`config.mk`:
```
export PLATFORM = sky130hd
export DESIGN_NAME = memory_access_ctrl
export DESIGN_NICKNAME = d
export VERILOG_FILES = /design/src/rtl/mem_ctrl_pkg.sv /design/src/rtl/mem_ctrl_outbuf.sv /design/src/rtl/memory_access_ctrl.sv
export SDC_FILE = /design/constraint.sdc
export NUM_CORES = 1
export LEC_CHECK = 0
export ABC_AREA = 1
export BUFFER_PORTS_ARGS = -buffer_cell sky130_fd_sc_hd__clkbuf_2
export CAP_MARGIN = 25
export CELL_PAD_IN_SITES_DETAIL_PLACEMENT = 1
export CELL_PAD_IN_SITES_GLOBAL_PLACEMENT = 2
export CORE_MARGIN = 2
export CORE_UTILIZATION = 28
export DETAILED_ROUTE_END_ITERATION = 6
export GPL_TIMING_DRIVEN = 0
export PLACE_DENSITY_LB_ADDON = 0.2
export SETUP_SLACK_MARGIN = 0.15
export SLEW_MARGIN = 30
export SYNTH_ARGS = -nofsm -noshare
export SYNTH_HDL_FRONTEND = slang
export SYNTH_HIERARCHICAL = 1
export SYNTH_SLANG_ARGS = --single-unit
```
`constraint.sdc`:
```
create_clock -name clk -period 3.2 [get_ports clk]
set_input_delay 0 -clock clk [delete_from_list [all_inputs] [get_ports clk]]
set_output_delay 0 -clock clk [all_outputs]
set_load 0.02 [all_outputs]
```
`src/rtl/mem_ctrl_pkg.sv`:
```
// Shared encodings and lane helpers for the memory access controller.
// Helpers: byte-enable mask, lane alignment and read-data extraction.
package mem_ctrl_pkg;

    localparam int MEM_DW  = 64;
    localparam int MEM_WED = 8;

    typedef enum logic [1:0] {
        DATAMODE_BYTE   = 2'd0,
        DATAMODE_HALF   = 2'd1,
        DATAMODE_WORD   = 2'd2,
        DATAMODE_DOUBLE = 2'd3
    } datamode_e;

    // Lane offset with the bits below the access-size alignment cleared
    function automatic logic [2:0] lane_align(input logic [1:0] datamode, input logic [2:0] addr);
        logic [2:0] lane;
        case (datamode)
            DATAMODE_BYTE: lane = addr;
            DATAMODE_HALF: lane = addr & 3'b110;
            DATAMODE_WORD: lane = addr & 3'b100;
            default:       lane = 3'b000;
        endcase
        return lane;
    endfunction

    function automatic logic misaligned(input logic [1:0] datamode, input logic [2:0] addr);
        return (lane_align(datamode, addr) != addr);
    endfunction

    function automatic logic [MEM_WED-1:0] be_mask(input logic [1:0] datamode, input logic [2:0] addr);
        logic [MEM_WED-1:0] base;
        case (datamode)
            DATAMODE_BYTE: base = 8'h01;
            DATAMODE_HALF: base = 8'h03;
            DATAMODE_WORD: base = 8'h0F;
            default:       base = 8'hFF;
        endcase
        return base << lane_align(datamode, addr);
    endfunction

    function automatic logic [MEM_DW-1:0] rd_align(input logic [MEM_DW-1:0] data,
                                                   input logic [1:0] datamode,
                                                   input logic [2:0] addr);
        logic [MEM_DW-1:0] shifted;
        logic [MEM_DW-1:0] mask;
        shifted = data >> {lane_align(datamode, addr), 3'b000};
        case (datamode)
            DATAMODE_BYTE: mask = 64'h0000_0000_0000_00FF;
            DATAMODE_HALF: mask = 64'h0000_0000_0000_FFFF;
            DATAMODE_WORD: mask = 64'h0000_0000_FFFF_FFFF;
            default:       mask = 64'hFFFF_FFFF_FFFF_FFFF;
        endcase
        return shifted & mask;
    endfunction

endpackage

```
`src/rtl/mem_ctrl_outbuf.sv`:
```
// Two-entry response FIFO; the head entry is a register that drives the outputs directly.
module mem_ctrl_outbuf #(
    parameter int W = 96
) (
    input  logic         clk,
    input  logic         nreset,
    input  logic         push,
    input  logic [W-1:0] push_data,
    input  logic         pop,
    output logic [1:0]   occupancy,
    output logic         valid,
    output logic [W-1:0] head
);

    logic [1:0]   count_r;
    logic [W-1:0] head_r;
    logic [W-1:0] tail_r;
    logic         pop_s;
    logic         push_s;

    // Pops only from a non-empty buffer; pushes never overwrite a full one
    always_comb begin
        pop_s  = pop & (count_r != 2'd0);
        push_s = push & ((count_r != 2'd2) | pop_s);
    end

    // Head/tail storage and occupancy count
    always_ff @(posedge clk or negedge nreset) begin
        if (!nreset) begin
            count_r <= 2'd0;
            head_r  <= '0;
            tail_r  <= '0;
        end else begin
            case ({push_s, pop_s})
                2'b10: begin
                    if (count_r == 2'd0) begin
                        head_r <= push_data;
                    end else begin
                        tail_r <= push_data;
                    end
                    count_r <= count_r + 2'd1;
                end
                2'b01: begin
                    head_r  <= tail_r;
                    count_r <= count_r - 2'd1;
                end
                2'b11: begin
                    if (count_r == 2'd1) begin
                        head_r <= push_data;
                    end else begin
                        head_r <= tail_r;
                        tail_r <= push_data;
                    end
                end
                default: begin
                    count_r <= count_r;
                end
            endcase
        end
    end

    assign occupancy = count_r;
    assign valid     = (count_r != 2'd0);
    assign head      = head_r;

endmodule

```
`src/rtl/memory_access_ctrl.sv`:
```
// Byte-addressed request front-end for a 1R/1W 64-bit RAM with a 2-entry response buffer.
// Optional: MEM_ALIGN_CHECK_EN rejects misaligned requests and pulses err_out instead.
module memory_access_ctrl
    import mem_ctrl_pkg::*;
#(
    parameter int AW = 14,
    parameter int TW = 32
) (
    input  logic                clk,
    input  logic                nreset,
    input  logic                access_in,
    input  logic                write_in,
    input  logic [1:0]          datamode_in,
    input  logic [AW+2:0]       addr_in,
    input  logic [MEM_DW-1:0]   data_in,
    input  logic [TW-1:0]       tag_in,
    output logic                wait_out,
    output logic                access_out,
    output logic [MEM_DW-1:0]   data_out,
    output logic [TW-1:0]       tag_out,
    input  logic                wait_in,
    output logic                err_out,
    output logic [MEM_WED-1:0]  mem_wr_en,
    output logic [AW-1:0]       mem_wr_addr,
    output logic [MEM_DW-1:0]   mem_wr_data,
    output logic                mem_rd_en,
    output logic [AW-1:0]       mem_rd_addr,
    input  logic [MEM_DW-1:0]   mem_rd_data
);

    logic [1:0]       occ_s;
    logic             inflight_r;
    logic [1:0]       rd_mode_r;
    logic [2:0]       rd_lane_r;
    logic [TW-1:0]    rd_tag_r;
    logic             err_r;
    logic             wait_s;
    logic             accept_s;
    logic             misalign_s;
    logic             wr_do_s;
    logic             rd_do_s;
    logic [2:0]       lane_s;
    logic             pop_s;
    logic [MEM_DW+TW-1:0] push_data_s;
    logic [MEM_DW+TW-1:0] head_s;

    // Throttle counts the in-flight read so a buffer slot is always reserved for it
    always_comb begin
        wait_s   = (({1'b0, occ_s} + {2'b00, inflight_r}) >= 3'd2);
        accept_s = access_in & ~wait_s;
        lane_s   = lane_align(datamode_in, addr_in[2:0]);
`ifdef MEM_ALIGN_CHECK_EN
        misalign_s = misaligned(datamode_in, addr_in[2:0]);
`else
        misalign_s = 1'b0;
`endif
        wr_do_s  = accept_s & ~misalign_s & write_in;
        rd_do_s  = accept_s & ~misalign_s & ~write_in;
    end

    // RAM port drive, held at zero unless a request is performed this cycle
    always_comb begin
        mem_wr_en   = '0;
        mem_wr_addr = '0;
        mem_wr_data = '0;
        mem_rd_en   = 1'b0;
        mem_rd_addr = '0;
        if (wr_do_s) begin
            mem_wr_en   = be_mask(datamode_in, addr_in[2:0]);
            mem_wr_addr = addr_in[AW+2:3];
            mem_wr_data = data_in << {lane_s, 3'b000};
        end else if (rd_do_s) begin
            mem_rd_en   = 1'b1;
            mem_rd_addr = addr_in[AW+2:3];
        end else begin
            mem_rd_en   = 1'b0;
        end
    end

    // In-flight read context and registered misalignment pulse
    always_ff @(posedge clk or negedge nreset) begin
        if (!nreset) begin
            inflight_r <= 1'b0;
            rd_mode_r  <= 2'd0;
            rd_lane_r  <= 3'd0;
            rd_tag_r   <= '0;
            err_r      <= 1'b0;
        end else begin
            inflight_r <= rd_do_s;
            err_r      <= accept_s & misalign_s;
            if (rd_do_s) begin
                rd_mode_r <= datamode_in;
                rd_lane_r <= lane_s;
                rd_tag_r  <= tag_in;
            end else begin
                rd_mode_r <= rd_mode_r;
                rd_lane_r <= rd_lane_r;
                rd_tag_r  <= rd_tag_r;
            end
        end
    end

    assign push_data_s = {rd_align(mem_rd_data, rd_mode_r, rd_lane_r), rd_tag_r};
    assign pop_s       = access_out & ~wait_in;

    mem_ctrl_outbuf #(
        .W (MEM_DW + TW)
    ) u_outbuf (
        .clk       (clk),
        .nreset    (nreset),
        .push      (inflight_r),
        .push_data (push_data_s),
        .pop       (pop_s),
        .occupancy (occ_s),
        .valid     (access_out),
        .head      (head_s)
    );

    assign data_out = head_s[TW +: MEM_DW];
    assign tag_out  = head_s[TW-1:0];
    assign wait_out = wait_s;
    assign err_out  = err_r;

endmodule

```
==> metrics.yaml, run 1 <==
critical_path:
  worstSetupStartpoint: "inflight_r$_DFF_PN0_"
  path_cells: "nand2_1 -> nand4_4 -> nor2_8 -> nand2_1 -> nor2_1 -> clkbuf_2"
  critical_path.max_fanout: 10
  crit_cells: 6
  end_kind: "output pin"
  critical_path.reg2reg.endpoint: "u_outbuf/head[37]$_DFFE_PN0P_"
  timing.critical_path.from_type: "register"
  critPathRequiredTime_ps: 3200
  crit_path_dat_ps: 2940
  cp_slowest_stage_delay_ps: 480
  crit_family: "simple AND/OR/NAND/NOR gates"
  crit_path_top_delay_cell: "dfrtp_1"
  worst-setup-path-type: "reg -> out"
  critical_register_to_register_path_startpoint: "u_outbuf/occupancy[0]$_DFFE_PN0P_"
  r2r.worst_path.cells: 15
  regToRegSetupSlack_ps: 260
  crit_path_frequent_cell: "nand2_1"
  critical_path.endpoint: "mem_wr_data[3]"
  number_of_buffer_and_inverter_stages_on_the_critical_path: 1
detailed_routing:
  drt-vias-per-instance: 5.04
  dr.pass1.iters: 5
  wire_per_inst_um: 21.2
  antenna_violating_nets_post_route: 0
  drtIter0Drc: 1118
  vias: 20800
  route.detailed.drc: 0
  totalWireLength_mm: 87.3
clocking:
  cts.path.max_buffers: 3
  total_clock_buffers_created_by_cts: 31
  clkSinkCount: 232
  tritoncts_clock_tree: "built"
  clock_latency_ps: 610
  htree_num_levels: 1
  cts_root_buffer: "clkbuf_16"
  cts.clk_slew.worst_paths_ps: 60
finish:
  syn_to_final_growth_pct: 28.1
  drive_gt1_share_pct: 18.0
  multiInputGateArea_sq_um: 9720
  post_layout_nonfiller_instances: 4126
  postLayoutCellArea_sq_um: 21700
  register_area_sq_um: 5810
  layout_utilization_pct: 36.1
  finish.net_count: 3505
  fillers: 8015
sta:
  rsz_0062_raised_after_global_routing: "yes"
  postLayoutSetupSlackWorst_ps: 262
  final_max_slew_viol_count: 0
  shortest_clock_period_the_worst_path_allows_after_layout_ps: 2940
  setup_total_negative_slack_ps: 0
  hold_viol_final: 0
  hold-worst-slack_ps: 10.4
  finalClockSkew_ps: 22.2
  relSlewSlack_pct: 42.6
  fmaxAchievable_mhz: 340
  worstMarginPinSlew_ps: 860
  setup_viol: 0
  final_min_period_over_clock_period_pct: 91.8
die:
  io-pin-count: 384
  die_x_um: 250
  design.core.area_sq_um: 60100
  fp-row-count: 90
  start_util_pct: 28.2
  die_height_um: 250
  die-area_sq_um: 62500
power:
  max-vdd-ir-drop_uv: 458
  cellLeakagePower_nw: 12.2
  pwr_per_cell_area_nw_per_um2: 941
  design_power_total_mw: 20.4
grt:
  globalRoute.totalOverflow: 0
  grtUsageTotal_pct: 27.3
  grt_max_degree: 75
  grt_antenna_before_repair: 5
  grt_pass1_wl_mm: 131
  first_global_vias: 21500
run:
  maxCapViolCount: 0
worst_hold_path:
  timing.hold.worst.class: "in -> reg"
  holdCritStartpoint: "write_in"
synthesis:
  synth_async_sr_flop_share_pct: 100
  post_synth_inst_count: 2847
  syn-cell-area_sq_um: 16900
  yosysWarningCount: 6
  yosysMostFrequentCell: "nand2_1"
  synth-seq-area-share_pct: 34.3
  yosysTopAreaCell: "dfrtp_1"
  synthTopCellsByArea: "dfrtp_1, nand2_1, nor2_1"
  synth_cell_types: 31
  synth_seq_cells: 232
  syn_avg_cell_area_sq_um: 5.95
  synth.top_cells.by_count: "nand2_1, nor2_1, nand3_1"
  postSynthNetCount: 3034
  synth_edf_count: 0
  synth_largest_type_area_fraction_pct: 34.3
  yosys_most_used_dff: "dfrtp_1"
placement:
  preCtsSetupSlack_ps: -1140
  weighted_congestion_reported_at_the_end_of_routability_driven_placement: 0.979
  placement.io_buffers: 382
  detailedPlacementHpwl_mm: 67.1
  dp_cells: 4014
  placed_cell_area_sq_um: 19900
run_status:
  run_status: "complete, no violations"
state kept, by name (all words and copies together) (netlist names):
register,cells
inflight_r,1
rd_lane_r,3
rd_tag_r,32
u_outbuf/occupancy,2
rd_mode_r,2
u_outbuf/tail_r,96
u_outbuf/head,96
worst min path at each step:
stage                                      endpoint  cells past startpoint  slack (ps)
global route                   inflight_r$_DFF_PN0_                      3          40
finish                         inflight_r$_DFF_PN0_                      3          10
floorplan                      inflight_r$_DFF_PN0_                      0        -300
detailed placement    u_outbuf/head[80]$_DFFE_PN0P_                      1         -50
CTS                 u_outbuf/tail_r[39]$_DFFE_PN0P_                      7           5
global placement           rd_tag_r[17]$_DFFE_PN0N_                      3         210
tightest hold or removal path, cell delays in order:
cell and delay (ps):
clkbuf_2 140, nor2_2 110, clkbuf_1 250
layout make-up:
type | count | share of cell area (%)
sequential | 232 | 26.8
inverter | 135 | 2.34
antenna | 2 | 0.0231
buffer | 204 | 4.84
tap | 782 | 4.51
timing repair buffer | 438 | 11.7
clock buffer | 41 | 3.93
clock inverter | 16 | 1.08
multi-input combinational | 2276 | 44.8
power breakdown:
part	leakage, nW	total, mW	internal, mW	switching (mW)
clock	0.535	3.72	2.28	1.44
sequential	2.88	5.41	4.35	1.06
combinational	8.75	11.3	3.24	8.04
total	12.2	20.4	9.87	10.5
layout by cell type (no fill, tap or decap), drive strengths merged, types with 25 or more instances in the layout:
cell type	count
a21oi	25
buf	141
clkbuf	493
dfrtp	232
dlygate4sd3	49
inv	135
nand2	1295
nand3	305
nand4	99
nor2	428
o211ai	46
o21ai	54
timing repair:
| item | 4_1_cts | 5_1_grt |
|---|---|---|
| pin swaps | 1 | 1 |
| hold buffers | 50 | 0 |
| gates resized for setup | 27 | 21 |
| endpoints found under the setup margin | 227 | 136 |
| setup buffers | 1 | 2 |
| hold endpoints to repair | 222 | 0 |
cell families (layout without fill, tap and decap cells):
| group | after synthesis | in the layout | share of synthesized area (%) |
|---|---|---|---|
| simple gates | 2147 | 2147 | 52.2 |
| buf+inv | 339 | 834 | 8.87 |
| flops | 232 | 232 | 34.3 |
| compound gates | 125 | 125 | 4.37 |
| fa+ha+maj | 3 | 3 | 0.222 |
| other cells | 1 | 3 | 0.0221 |
per-layer routing:
| metal | part of all wire, % | vias up | global-route usage [%] |
|---|---|---|---|
| met3 | 5.3 | 138 | 4.24 |
| met2 | 47 | 623 | 46.0 |
| li1 | - | 9920 | - |
| met4 | 3.2 | 4 | 9.10 |
| met5 | 0.031 | - | 0 |
| met1 | 44 | 10100 | 35.6 |
Note: power is estimated with default switching activity, not from simulation.
==> inputs of run 2 (changes only) <==
--- a/config.mk
+++ b/config.mk
@@ -15,6 +15,7 @@
 export DETAILED_ROUTE_END_ITERATION = 6
 export GPL_TIMING_DRIVEN = 0
 export PLACE_DENSITY_LB_ADDON = 0.2
+export RECOVER_POWER = 100
 export SETUP_SLACK_MARGIN = 0.15
 export SLEW_MARGIN = 30
 export SYNTH_ARGS = -nofsm -noshare
==> run 2 against run 1 <==
Effect of this change: the flow now finishes with violations (capacitance limit, slew limit); core utilization shrank 0.56 points; die area is the same; combinational power is essentially flat; sequential share of layout area grew 0.42 points; clock skew grew 0.60 ps; cell area shrank 1.6%; first-iteration DRC count grew 7.2%; critical path type unchanged; critical endpoint is now mem_wr_data[15].
==> metrics.yaml, run 2 (synthesis results as in run 1) <==
run_status:
  run_status: "finished with violations"
  failed_checks: "capacitance limit, slew limit"
finish:
  finish.net_count: 3505  # unchanged
  layout_common_cells: "nand2_1, nor2_1, nand3_1, clkbuf_1, dfrtp_1"
  most_common_cell_after_layout_fill_and_taps_aside: "nand2_1"
  syn_to_final_growth_pct: 26.1
  fillers: 8089  # +0.92%
  layout_utilization_pct: 35.5  # -0.56 points
  drive_gt1_share_pct: 12.1  # -5.9 points
  post_layout_nonfiller_instances: 4126  # unchanged
grt:
  first_global_vias: 21500  # unchanged
  grt_antenna_before_repair: 5  # unchanged
  globalRouteMet2Util_pct: 46.0  # unchanged
  grt_pass1_wl_mm: 131  # unchanged
  busiest_layer: "met2"
  globalRoute.totalOverflow: 0  # unchanged
  gr-usage-met1_pct: 35.6  # unchanged
  grtUsageMet3_pct: 4.24  # unchanged
  grt_max_degree: 75  # unchanged
  grtUsageTotal_pct: 27.3  # unchanged
sta:
  worstMarginPinSlew_ps: 2000  # +1140 ps
  shortest_clock_period_the_worst_path_allows_after_layout_ps: 3030  # +90.5 ps
  relSlewSlack_pct: -33.4  # -76 points
  hold-worst-slack_ps: 17.9  # +7.55 ps
  final_min_period_over_clock_period_pct: 94.6  # +2.8 points
  final_max_slew_viol_count: 171  # +171
  fmaxAchievable_mhz: 330  # -3.0%
  hold_viol_final: 0  # unchanged
  setup_viol: 0  # unchanged
  rsz_0062_raised_after_global_routing: "yes"
  finalClockSkew_ps: 22.8  # +0.604 ps
run:
  maxCapViolCount: 3  # +3
detailed_routing:
  route.detailed.drc: 0  # unchanged
  drtIter0Drc: 1198  # +7.2%
  totalWireLength_mm: 87.3  # about the same
  wire_per_inst_um: 21.1  # about the same
  drt-vias-per-instance: 5.04  # about the same
  antenna_violating_nets_post_route: 0  # unchanged
  dr.pass1.iters: 5  # unchanged
  vias: 20800  # +0.0096%
critical_path:
  critical_path.reg2reg.endpoint: "u_outbuf/head[57]$_DFFE_PN0P_"
  crit_path_top_delay_cell: "dfrtp_1"
  r2r.worst_path.cells: 14  # -1
  timing.critical_path.from_type: "register"
  number_of_buffer_and_inverter_stages_on_the_critical_path: 3  # +2
  crit_family: "simple AND/OR/NAND/NOR gates"
  regToRegSetupSlack_ps: 180  # -80 ps
  worst-setup-path-type: "reg -> out"
  cp_slowest_stage_delay_ps: 480  # about the same
  path_cells: "nand2_1 -> nand4_4 -> nor2_8 -> inv_2 -> buf_2 -> nor3_1 -> clkbuf_2"
  crit_path_dat_ps: 3030  # +90 ps
  critical_register_to_register_path_startpoint: "u_outbuf/occupancy[0]$_DFFE_PN0P_"
  critPathRequiredTime_ps: 3200  # about the same
  critical_path.max_fanout: 10  # unchanged
  end_kind: "output pin"
clocking:
  cts.path.max_buffers: 3  # unchanged
  cts_root_buffer: "clkbuf_16"
  clock_latency_ps: 610  # about the same
  clkSinkCount: 232  # unchanged
  cts.clk_slew.worst_paths_ps: 60  # about the same
  htree_num_levels: 1  # unchanged
  tritoncts_clock_tree: "built"
  total_clock_buffers_created_by_cts: 31  # unchanged
die:
  die-area_sq_um: 62500  # unchanged
  start_util_pct: 28.2  # unchanged
  die_x_um: 250  # unchanged
  io-pin-count: 384  # unchanged
  die_height_um: 250  # unchanged
  fp-row-count: 90  # unchanged
  design.core.area_sq_um: 60100  # unchanged
placement:
  dp_cells: 4014  # unchanged
  weighted_congestion_reported_at_the_end_of_routability_driven_placement: 0.979  # unchanged
  detailedPlacementHpwl_mm: 67.1  # unchanged
  placement.io_buffers: 382  # unchanged
power:
  cellLeakagePower_nw: 11.5  # -5.2%
  pwr_per_cell_area_nw_per_um2: 945  # +0.39%
  max-vdd-ir-drop_uv: 458  # about the same
worst_hold_path:
  timing.hold.worst.class: "in -> reg"
  holdCritStartpoint: "mem_rd_data[7]"
  worst_hold_path.num_cells: 7  # +4
  hold-path-endpoint: "u_outbuf/tail_r[39]$_DFFE_PN0P_"
## run 2: tightest hold or removal path: stages
cell and delay (ps):
clkbuf_2 100, nand2_1 60, nand3_1 70, nand3_1 60
o21ai_1 120, nand4_1 120, nand2_1 50
## run 2: how the worst max path moves through the flow
stage                                      start                            end  slack [ps]  cells after the start
2_1_floorplan  u_outbuf/occupancy[0]$_DFFE_PN0P_  u_outbuf/head[55]$_DFFE_PN0P_         550                     14
5_1_grt        u_outbuf/occupancy[0]$_DFFE_PN0P_  u_outbuf/head[35]$_DFFE_PN0P_          80                     15
6_report                    inflight_r$_DFF_PN0_                mem_wr_data[15]         170                      7
3_3_place_gp                              nreset  u_outbuf/head[17]$_DFFE_PN0P_       -3050                      1
4_1_cts        u_outbuf/occupancy[0]$_DFFE_PN0P_  u_outbuf/head[58]$_DFFE_PN0P_          80                     14
3_5_place_dp   u_outbuf/occupancy[0]$_DFFE_PN0P_  u_outbuf/head[58]$_DFFE_PN0P_       -1140                     14
## run 2: final cells by class
class	instances	area, sq um	share of cell area (%)
clock inverter	16	234	1.10
timing repair buffer	438	2240	10.5
sequential	232	5810	27.2
tap	782	978	4.58
antenna	2	5.00	0.0234
multi-input combinational	2276	9690	45.4
buffer	204	1030	4.84
clock buffer	41	853	4.00
inverter	135	507	2.37
## run 2: per-layer routing
layer	part of all wire, %	wire length [um]	vias to the layer above
li1	-	-	9930
met1	44	38400	10100
met2	47	41300	597
met3	5.3	4660	137
met4	3.2	2820	4
met5	0.031	27	-
## run 2: per-stage QoR
stage          setup WS, ps  setup TNS, ps  power, mW  cell area (sq um)
2_1_floorplan           553              0       12.1              16900
3_3_place_gp          -3050        -782470       16.2              19800
3_5_place_dp          -1140         -95100       16.5              19900
4_1_cts                80.8              0       20.5              21600
5_1_grt                79.7              0       21.8              21400
6_report                172              0       20.2              21400
## run 2: report_power, final
| group | switching, mW | internal (mW) | leakage (nW) |
|---|---|---|---|
| Clock | 1.44 | 2.28 | 0.535 |
| Combinational | 8.03 | 3.03 | 8.12 |
| Sequential | 1.05 | 4.35 | 2.88 |
| Total | 10.5 | 9.66 | 11.5 |
## run 2: repair_timing
item	in CTS	in global routing
endpoints found under the hold margin	222	0
pin swaps	1	1
buffers inserted	1	2
gates resized for setup	27	21
setup endpoints to repair	227	136
hold buffers	50	0
